## src/rtl/adder_pkg.sv

```systemverilog
// Shared definitions for the pipelined adder family.
package adder_pkg;

    function automatic bit legal_cfg(input int size, input int stages);
        return (stages >= 1) && (stages <= size) && ((size % stages) == 0);
    endfunction

endpackage

```

## src/rtl/add_nbit_gen.sv

```systemverilog
// Combinational SIZE-bit ripple-carry adder built from full_adder cells.
module add_nbit_gen #(
    parameter int SIZE = 4
) (
    input  logic [SIZE-1:0] a,
    input  logic [SIZE-1:0] b,
    input  logic            ci,
    output logic [SIZE-1:0] s,
    output logic            co
);

    logic [SIZE:0] c;

    assign c[0] = ci;

    for (genvar i = 0; i < SIZE; i++) begin : g_bit
        full_adder u_fa (
            .a (a[i]),
            .b (b[i]),
            .ci(c[i]),
            .s (s[i]),
            .co(c[i+1])
        );
    end

    assign co = c[SIZE];

endmodule

```

## src/rtl/full_adder.sv

```systemverilog
// One-bit full adder cell.
module full_adder (
    input  logic a,
    input  logic b,
    input  logic ci,
    output logic s,
    output logic co
);

    assign s  = a ^ b ^ ci;
    assign co = (a & b) | (ci & (a ^ b));

endmodule

```

## src/rtl/add_nbit_pipe.sv

```systemverilog
// Pipelined SIZE-bit add/sub: one W-bit slice per stage, carry registered between
// stages, operand skew / result deskew, valid/ready handshake with backpressure.
module add_nbit_pipe
    import adder_pkg::*;
#(
    parameter int SIZE   = 32,
    parameter int STAGES = 4
) (
    input  logic            clk,
    input  logic            rst,
    input  logic            in_valid,
    output logic            in_ready,
    input  logic [SIZE-1:0] a,
    input  logic [SIZE-1:0] b,
    input  logic            ci,
    input  logic            sub,
    output logic            out_valid,
    input  logic            out_ready,
    output logic [SIZE-1:0] s,
    output logic            co,
    output logic            ovf
);

    if (!legal_cfg(SIZE, STAGES)) begin : g_cfg_check
        $error("add_nbit_pipe: STAGES must be in 1..SIZE and divide SIZE");
    end

    localparam int W = SIZE / STAGES;

    logic [SIZE-1:0] b_eff;
    logic            c_eff;
    logic [STAGES:0] en;

    // Subtraction is a + ~b + 1, so ci is overridden by the forced carry-in.
    assign b_eff = sub ? ~b : b;
    assign c_eff = sub | ci;

    // A stage may load when it is empty or its successor is loading this cycle.
    assign en[STAGES] = out_ready;
    assign in_ready   = en[0];

    for (genvar k = 0; k < STAGES; k++) begin : g_st
        logic [W-1:0]         opa;
        logic [W-1:0]         opb;
        logic [W-1:0]         slice_s;
        logic                 cin;
        logic                 slice_c;
        logic                 amsb;
        logic                 bmsb;
        logic                 vin;
        logic [(k+1)*W-1:0]   sum_d;
        logic [(k+1)*W-1:0]   sum_p;
        logic                 co_p;
        logic                 vld_p;

        if (k == 0) begin : g_src
            assign opa   = a[W-1:0];
            assign opb   = b_eff[W-1:0];
            assign cin   = c_eff;
            assign amsb  = a[SIZE-1];
            assign bmsb  = b_eff[SIZE-1];
            assign vin   = in_valid;
            assign sum_d = slice_s;
        end else begin : g_src
            assign opa   = g_st[k-1].g_fwd.a_p[W-1:0];
            assign opb   = g_st[k-1].g_fwd.b_p[W-1:0];
            assign cin   = g_st[k-1].co_p;
            assign amsb  = g_st[k-1].g_fwd.amsb_p;
            assign bmsb  = g_st[k-1].g_fwd.bmsb_p;
            assign vin   = g_st[k-1].vld_p;
            assign sum_d = {slice_s, g_st[k-1].sum_p};
        end

        assign en[k] = ~vld_p | en[k+1];

        add_nbit_gen #(.SIZE(W)) u_add (
            .a (opa),
            .b (opb),
            .ci(cin),
            .s (slice_s),
            .co(slice_c)
        );

        // ---- stage k boundary: accumulated low sum slices, slice carry, valid ----
        always_ff @(posedge clk or posedge rst) begin
            if (rst) begin
                vld_p <= 1'b0;
                sum_p <= '0;
                co_p  <= 1'b0;
            end else if (en[k]) begin
                vld_p <= vin;
                sum_p <= sum_d;
                co_p  <= slice_c;
            end
        end

        if (k < STAGES - 1) begin : g_fwd
            logic [SIZE-(k+1)*W-1:0] a_d;
            logic [SIZE-(k+1)*W-1:0] b_d;
            logic [SIZE-(k+1)*W-1:0] a_p;
            logic [SIZE-(k+1)*W-1:0] b_p;
            logic                    amsb_p;
            logic                    bmsb_p;

            // Only the operand slices not yet consumed travel onward.
            if (k == 0) begin : g_fsrc
                assign a_d = a[SIZE-1:W];
                assign b_d = b_eff[SIZE-1:W];
            end else begin : g_fsrc
                assign a_d = g_st[k-1].g_fwd.a_p[SIZE-k*W-1:W];
                assign b_d = g_st[k-1].g_fwd.b_p[SIZE-k*W-1:W];
            end

            always_ff @(posedge clk or posedge rst) begin
                if (rst) begin
                    a_p    <= '0;
                    b_p    <= '0;
                    amsb_p <= 1'b0;
                    bmsb_p <= 1'b0;
                end else if (en[k]) begin
                    a_p    <= a_d;
                    b_p    <= b_d;
                    amsb_p <= amsb;
                    bmsb_p <= bmsb;
                end
            end
        end else begin : g_last
            logic ovf_p;

            // ---- output boundary: signed overflow from the MSB slice ----
            always_ff @(posedge clk or posedge rst) begin
                if (rst) begin
                    ovf_p <= 1'b0;
                end else if (en[k]) begin
                    ovf_p <= (amsb == bmsb) && (slice_s[W-1] != amsb);
                end
            end
        end
    end

    assign s         = g_st[STAGES-1].sum_p;
    assign co        = g_st[STAGES-1].co_p;
    assign ovf       = g_st[STAGES-1].g_last.ovf_p;
    assign out_valid = g_st[STAGES-1].vld_p;

endmodule

```

## config.mk

```make
export PLATFORM = sky130hd
export DESIGN_NAME = add_nbit_pipe
export DESIGN_NICKNAME = d
export VERILOG_FILES = /design/src/rtl/adder_pkg.sv /design/src/rtl/add_nbit_gen.sv /design/src/rtl/full_adder.sv /design/src/rtl/add_nbit_pipe.sv
export SDC_FILE = /design/constraint.sdc
export NUM_CORES = 1
export LEC_CHECK = 0
export ABC_AREA = 1
export ABC_CLOCK_PERIOD_IN_PS = 5800
export CAP_MARGIN = 10
export CORE_ASPECT_RATIO = 2
export CORE_UTILIZATION = 26
export CTS_BUF_LIST = sky130_fd_sc_hd__clkbuf_8
export DETAILED_ROUTE_END_ITERATION = 16
export GPL_TIMING_DRIVEN = 0
export PLACE_DENSITY = 0.53
export SLEW_MARGIN = 0
export SYNTH_ARGS = -nofsm -noshare
export SYNTH_HDL_FRONTEND = slang
export SYNTH_SLANG_ARGS = --single-unit
```

## constraint.sdc

```tcl
create_clock -name clk -period 5.8 [get_ports clk]
set_input_delay 1.16 -clock clk [delete_from_list [all_inputs] [get_ports clk]]
set_output_delay 1.16 -clock clk [all_outputs]
set_load 0.03 [all_outputs]
```

==> results of run 1 <==
==> final timing paths <==
check,start,to,cells past startpoint
max,sub,g_st[0].sum_p[7],14
max in group asynchronous,rst,g_st[0].sum_p[4],5
min,g_st[0].sum_p[3],g_st[1].sum_p[3],2
max reg2reg,g_st[2].co_p,ovf,13
min in group asynchronous,rst,g_st[2].sum_p[23],2
min reg2reg,g_st[0].sum_p[3],g_st[1].sum_p[3],2
==> worst max-delay path, cell delays in order <==
cell     delay, ns
buf_2         0.19
buf_2         0.32
xnor2_1       0.14
fa_1          0.42
fa_1          0.40
fa_1          0.41
fa_1          0.40
fa_1          0.40
fa_1          0.40
fa_1          0.37
inv_1         0.08
fa_1          0.43
nand2_1       0.08
nand2_1       0.06
==> through the flow <==
stage | worst slack, ns | power [W]
after floorplan | 0.739 | 0.00261
after global placement | 0.373 | 0.00308
after detailed placement | 0.355 | 0.00312
after CTS | 0.870 | 0.00399
after global routing | 0.694 | 0.00422
final | 0.883 | 0.00392
==> sequential cells by signal, summed over array words and instances, names as in the netlist <==
signal	flops
ovf	1
g_st.co_p	3
g_st.g_fwd.b_p	48
out_valid	1
g_st.vld_p	3
g_st.sum_p	48
co	1
g_st.g_fwd.a_p	48
s	32
==> area by class of cell <==
cell class              instances  area, sq um  area share, %
plain buffers                  48          236           2.34
repair buffers                109         1140           11.3
clock inverters                14          145           1.44
inverters                      44          169           1.67
flip-flops and latches        185         4630           45.8
well taps                     372          465           4.60
multi-input cells             606         3070           30.4
clock buffers                  18          248           2.45
diodes                          1         2.50         0.0247
==> synthesized netlist by cell type, drive strengths merged <==
cell	instances
nand2	462
dfrtp	185
buf	25
nor2	3
xor2	26
nand4	1
xnor2	7
nand3	58
inv	44
o21ai	14
fa	32
ha	1
or2	2
clkbuf	23
==> cells by family (layout without fill, tap and decap cells) <==
kind of cell,Yosys count,after routing,synth area share (%)
other,0,1,0
and+or+nand+nor,526,526,25.4
buffers and inverters,92,233,4.96
adders and majority gates,33,33,8.06
DFF,185,185,57.1
xor gates and xnor gates,33,33,3.57
AOI/OAI and AO/OA,14,14,0.864
==> power groups by stage <==
stage,registers (W),clock network (W),logic [W]
CTS,0.00186,0.000894,0.00124
global route,0.00190,0.000949,0.00137
finish,0.00185,0.000866,0.00121
detailed placement,0.00188,0,0.00124
floorplan,0.00204,0,0.000570
global placement,0.00187,0,0.00121
==> per-layer routing <==
metal	global-route usage (%)	wire (um)	vias up
met3	2.23	468	17
met4	4.73	324	0
li1	-	-	2935
met2	26.2	11300	78
met1	12.8	7050	2683
met5	0	0	-
==> out/results.txt, run 1 <==
outcome = complete, no violations
Worst setup EP type = flop
worst min path class = reg -> reg
maximum VDD drop = 125 uV
total track usage = 13.0%
Startpoint Class = input port
DR pass1 iterations = 4
Tcrit/Tclk final = 84.8%
vias in the first global route = 6160
CTS tree = yes
Initial Util = 26.4%
chip height = 252 um
Post-Layout Cell Count = 1397
RSZ-0062 raised after global routing = false
most frequent cells in the layout = nand2_1, dfrtp_1, clkdlybuf4s50_1
drt drc = 0
Mapped Cells = 883
Worst EP arrival = 5.28 ns
fin crit period = 4.92 ns
clk buf depth = 2
cell area after layout = 10100 sq um
CTS HTree Levels = 4
initial drt markers = 263
final setup TNS = 0 ns
number of core rows = 91
Flop pwr share = 47.2%
Placed Instance Area = 9720 sq um
pwr/cell area = 388 nW/um^2
Clock Skews = 0.0120 ns
Power Internal = 0.00254 W
YS warnings = 0
I/O pin total = 106
CTS Hold Bufs = 0
largest net degree at the start of global routing = 45
kind of critical path = in -> reg
Hold WS = 0.466 ns
Skew-Pair Late Insertion Delay = 0.47 ns
Yosys reg bits = 185
Synth Area per Inst = 9.18 sq um
layout net count = 1114
per-cell routed wire length = 13.7 um
fin util = 32.9%
Slew @ Worst Pin = 0.627 ns
P_sw = 0.00138 W
Mapped Area = 8110 sq um
DPL Wire Length = 15400 um
switch share = 35.2%
Max FO, Critical Path = 10
vias per cell = 4.09
cts bufs inserted = 17
DIE WIDTH = 127 um
Clk network pwr share = 22.1%
vias post-DR = 5713
commonest non-fill, non-tap cell in the layout = nand2_1
Leakage = 5.10 nW
total placed cells including tap cells = 1364
drt total wl = 19200 um
Root Buffer = clkbuf_8
Critical Path RT = 6.16 ns
Comb pwr share = 30.7%
fmax = 203 MHz
Pins Over Slew Limit = 0
cell accounting for the most synthesized area = dfrtp_1
post-synthesis cell type count = 19
layout cells sized above 1 = 6.35%
Fill cells = 3265
# clock sinks = 185
Post-Syn Nets = 986
die area = 31900 sq um
Setup violations, final = 0
first-pass GRT wire length = 31600 um
Seq/Total Area, Yosys = 57.1%
ranking of synthesized cells by area = dfrtp_1, nand2_1, fa_1
post-CTS setup buffer count = 0
Max-cap violations = 0
headroom to the max-slew limit = 58.2%
Placer Congestion = 0.782
Synth top area share = 57.1%
Fin. Hold Viols = 0
clk slew on worst S/H paths = 0.09 ns
R2R Setup Slk = 1.48 ns
IO Port Bufs = 104
total gr overflow = 0
Core Area = 30700 sq um
post-CTS resize count = 0
Detail Route Antenna Nets = 0
initial antenna violation count = 1
Area growth syn-to-layout = 24.7%
(Power assumes the default switching activity.)
==> run 2: changes to the inputs <==
ABC_CLOCK_PERIOD_IN_PS = 5000   (was 5800)
PLACE_DENSITY = 0.52   (was 0.53)
clock period = 5 ns   (was 5.8 ns; I/O delays follow)
==> run 2 against run 1 <==
Effect of this change:
- cell count about the same
- sequential power up 16%
- non-clock buffer count stayed put
- via count about the same
- highest routed layer unchanged
- setup slack worse by 0.64 ns
- worst hold slack improved by 0.0065 ns
- cell area is 0.22% lower
- die area did not move
- sequential share of layout area increased by 0.10 points
- routed wire length rose by 0.41%
- core utilization shrank 0.073 points
- count of clock-buffer cells in the layout shrank 1
==> out/results.txt, run 2 (synthesis gave the netlist of run 1 again) <==
outcome = complete, no violations
WHS Path Cells = 2 (unchanged)
Worst R2R Start = g_st[2].co_p
Detail Route Antenna Nets = 0 (unchanged)
cts bufs inserted = 17 (unchanged)
Placed Instance Area = 9720 sq um (unchanged)
worst setup margin = 0.240 ns (-0.643 ns)
Max FO, Critical Path = 10 (unchanged)
Setup violations, final = 0 (unchanged)
drt drc = 0 (unchanged)
number of core rows = 91 (unchanged)
chip height = 252 um (unchanged)
worst min path class = reg -> reg
I/O pin total = 106 (unchanged)
FF-to-FF path depth = 13 (unchanged)
initial drt markers = 245 (-6.8%)
CTS Hold Bufs = 0 (unchanged)
FF-to-FF End = ovf
per-cell routed wire length = 13.8 um (+0.34%)
IO Port Bufs = 104 (unchanged)
R2R Setup Slk = 0.71 ns (-0.77 ns)
Hold WS = 0.473 ns (+0.00649 ns)
kind of critical path = in -> reg
vias per cell = 4.09 (about the same)
Fin. Hold Viols = 0 (unchanged)
Critical Path RT = 5.38 ns (-0.78 ns)
hold_sp = g_st[0].sum_p[7]
vias post-DR = 5717 (+0.070%)
Power, Total = 0.00450 W (+15%)
most frequent cells in the layout = nand2_1, dfrtp_1, clkdlybuf4s50_1
Regs by FF count = g_st.g_fwd.a_p (48), g_st.g_fwd.b_p (48), g_st.sum_p (48)
Hold EP = g_st[1].sum_p[7]
Core Area = 30700 sq um (unchanged)
Tcrit/Tclk final = 95.2%
Max-cap violations = 0 (unchanged)
post-CTS resize count = 0 (unchanged)
Skew-Pair Late Insertion Delay = 0.49 ns (+0.02 ns)
RSZ-0062 raised after global routing = false
Root Buffer = clkbuf_8
Clock Skews = 0.0138 ns (+0.00180 ns)
clk slew on worst S/H paths = 0.10 ns (about the same)
Startpoint Class = input port
Area growth syn-to-layout = 24.5%
Worst setup EP type = flop
fin crit period = 4.76 ns
Worst EP arrival = 5.14 ns (-0.14 ns)
commonest non-fill, non-tap cell in the layout = nand2_1
Leakage = 5.08 nW (-0.55%)
maximum VDD drop = 138 uV (+10%)
DR pass1 iterations = 6 (+2)
drt total wl = 19200 um (+0.41%)
pwr/cell area = 446 nW/um^2 (+15%)
total track usage = 13.0% (+0.049 points)
first-pass GRT wire length = 31600 um (-0.17%)
layout cells sized above 1 = 6.45% (+0.098 points)
largest net degree at the start of global routing = 42 (-6.7%)
Setup WS pre-CTS = -0.297 ns (-0.652 ns)
fmax = 210 MHz
total gr overflow = 0 (unchanged)
die area = 31900 sq um (unchanged)
layout net count = 1114 (unchanged)
headroom to the max-slew limit = 47.5% (-11 points)
CTS HTree Levels = 4 (unchanged)
clk buf depth = 2 (unchanged)
cell area after layout = 10100 sq um (-0.22%)
Pins Over Slew Limit = 0 (unchanged)
Placer Congestion = 0.797 (+1.9%)
Slew @ Worst Pin = 0.786 ns (+0.158 ns)
vias in the first global route = 6043 (-1.9%)
post-CTS setup buffer count = 0 (unchanged)
initial antenna violation count = 1 (unchanged)
DPL Wire Length = 15300 um (-0.87%)
CTS tree = yes
DIE WIDTH = 127 um (unchanged)
# clock sinks = 185 (unchanged)
Initial Util = 26.4% (unchanged)
==> run 2: cell count changes in the layout (fill, tap and decap cells not counted), moves of 2 or more <==
cell	change
inv_8	+4
clkinv_2	-3
clkinvlp_4	+3
bufinv_16	-2
==> run 2: worst max-delay path, stage by stage <==
cell and delay, ns:
buf_2 0.19, buf_2 0.33, xnor2_1 0.15, fa_1 0.43
fa_1 0.40, fa_1 0.42, fa_1 0.39, fa_1 0.41
fa_1 0.40, fa_1 0.38, inv_1 0.08, fa_1 0.42
nand2_1 0.09, nand2_1 0.05
==> run 2: how the worst max path moves through the flow <==
| stage | cells past startpoint | to | start | slack [ns] |
|---|---|---|---|---|
| detailed placement | 14 | g_st[0].sum_p[7] | sub | -0.30 |
| global route | 14 | g_st[0].sum_p[7] | sub | 0.01 |
| finish | 14 | g_st[0].sum_p[7] | sub | 0.24 |
| global placement | 14 | g_st[0].sum_p[7] | sub | -0.29 |
| floorplan | 14 | g_st[0].sum_p[7] | sub | 0.1 |
| CTS | 14 | g_st[0].sum_p[7] | sub | 0.24 |
==> run 2: per-layer routing <==
| metal | vias up | routed length, um | share of wire [%] | GRT usage [%] |
|---|---|---|---|---|
| met5 | - | 0 | 0 | 0 |
| met1 | 2654 | 7260 | 38 | 13.1 |
| li1 | 2941 | - | - | - |
| met4 | 0 | 551 | 2.9 | 5.61 |
| met2 | 90 | 10900 | 57 | 25.5 |
| met3 | 32 | 493 | 2.6 | 2.48 |
==> run 2: layout make-up <==
class / count / area, sq um
Fill cell: 3295 / 20700
Sequential cell: 185 / 4630
Multi-Input combinational cell: 606 / 3070
Timing Repair Buffer: 109 / 1140
Tap cell: 372 / 465
Buffer: 48 / 236
Clock buffer: 17 / 234
Inverter: 44 / 169
Clock inverter: 15 / 134
Antenna cell: 2 / 5.00
==> run 2: power breakdown <==
part	internal, W	total, W	switching, W
Clock	0.000363	0.000956	0.000593
Combinational	0.000577	0.00140	0.000821
Sequential	0.00191	0.00215	0.000240
Total	0.00285	0.00450	0.00165
==> run 2: metrics by stage <==
stage / setup TNS, ns / utilization (%) / std cells
floorplan: 0 / - / 883
global placement: -0.286 / 31.3 / 1359
detailed placement: -0.297 / 31.6 / 1364
CTS: 0 / 32.8 / 1396
global route: 0 / 32.8 / 1397
finish: 0 / 32.8 / 1398
==> run 3: changes to the inputs <==
==> constraint.sdc (replaced) <==
create_clock -name clk -period 5 [get_ports clk]
set_input_delay 1 -clock clk [delete_from_list [all_inputs] [get_ports clk]]
set_output_delay 1 -clock clk [all_outputs]
set_load 0.1 [all_outputs]
==> results of run 3 <==
Same layout as run 2 (identical final DEF). Status: complete, no violations.
Among the figures that moved: total power 0.00450 W -> 0.00514 W
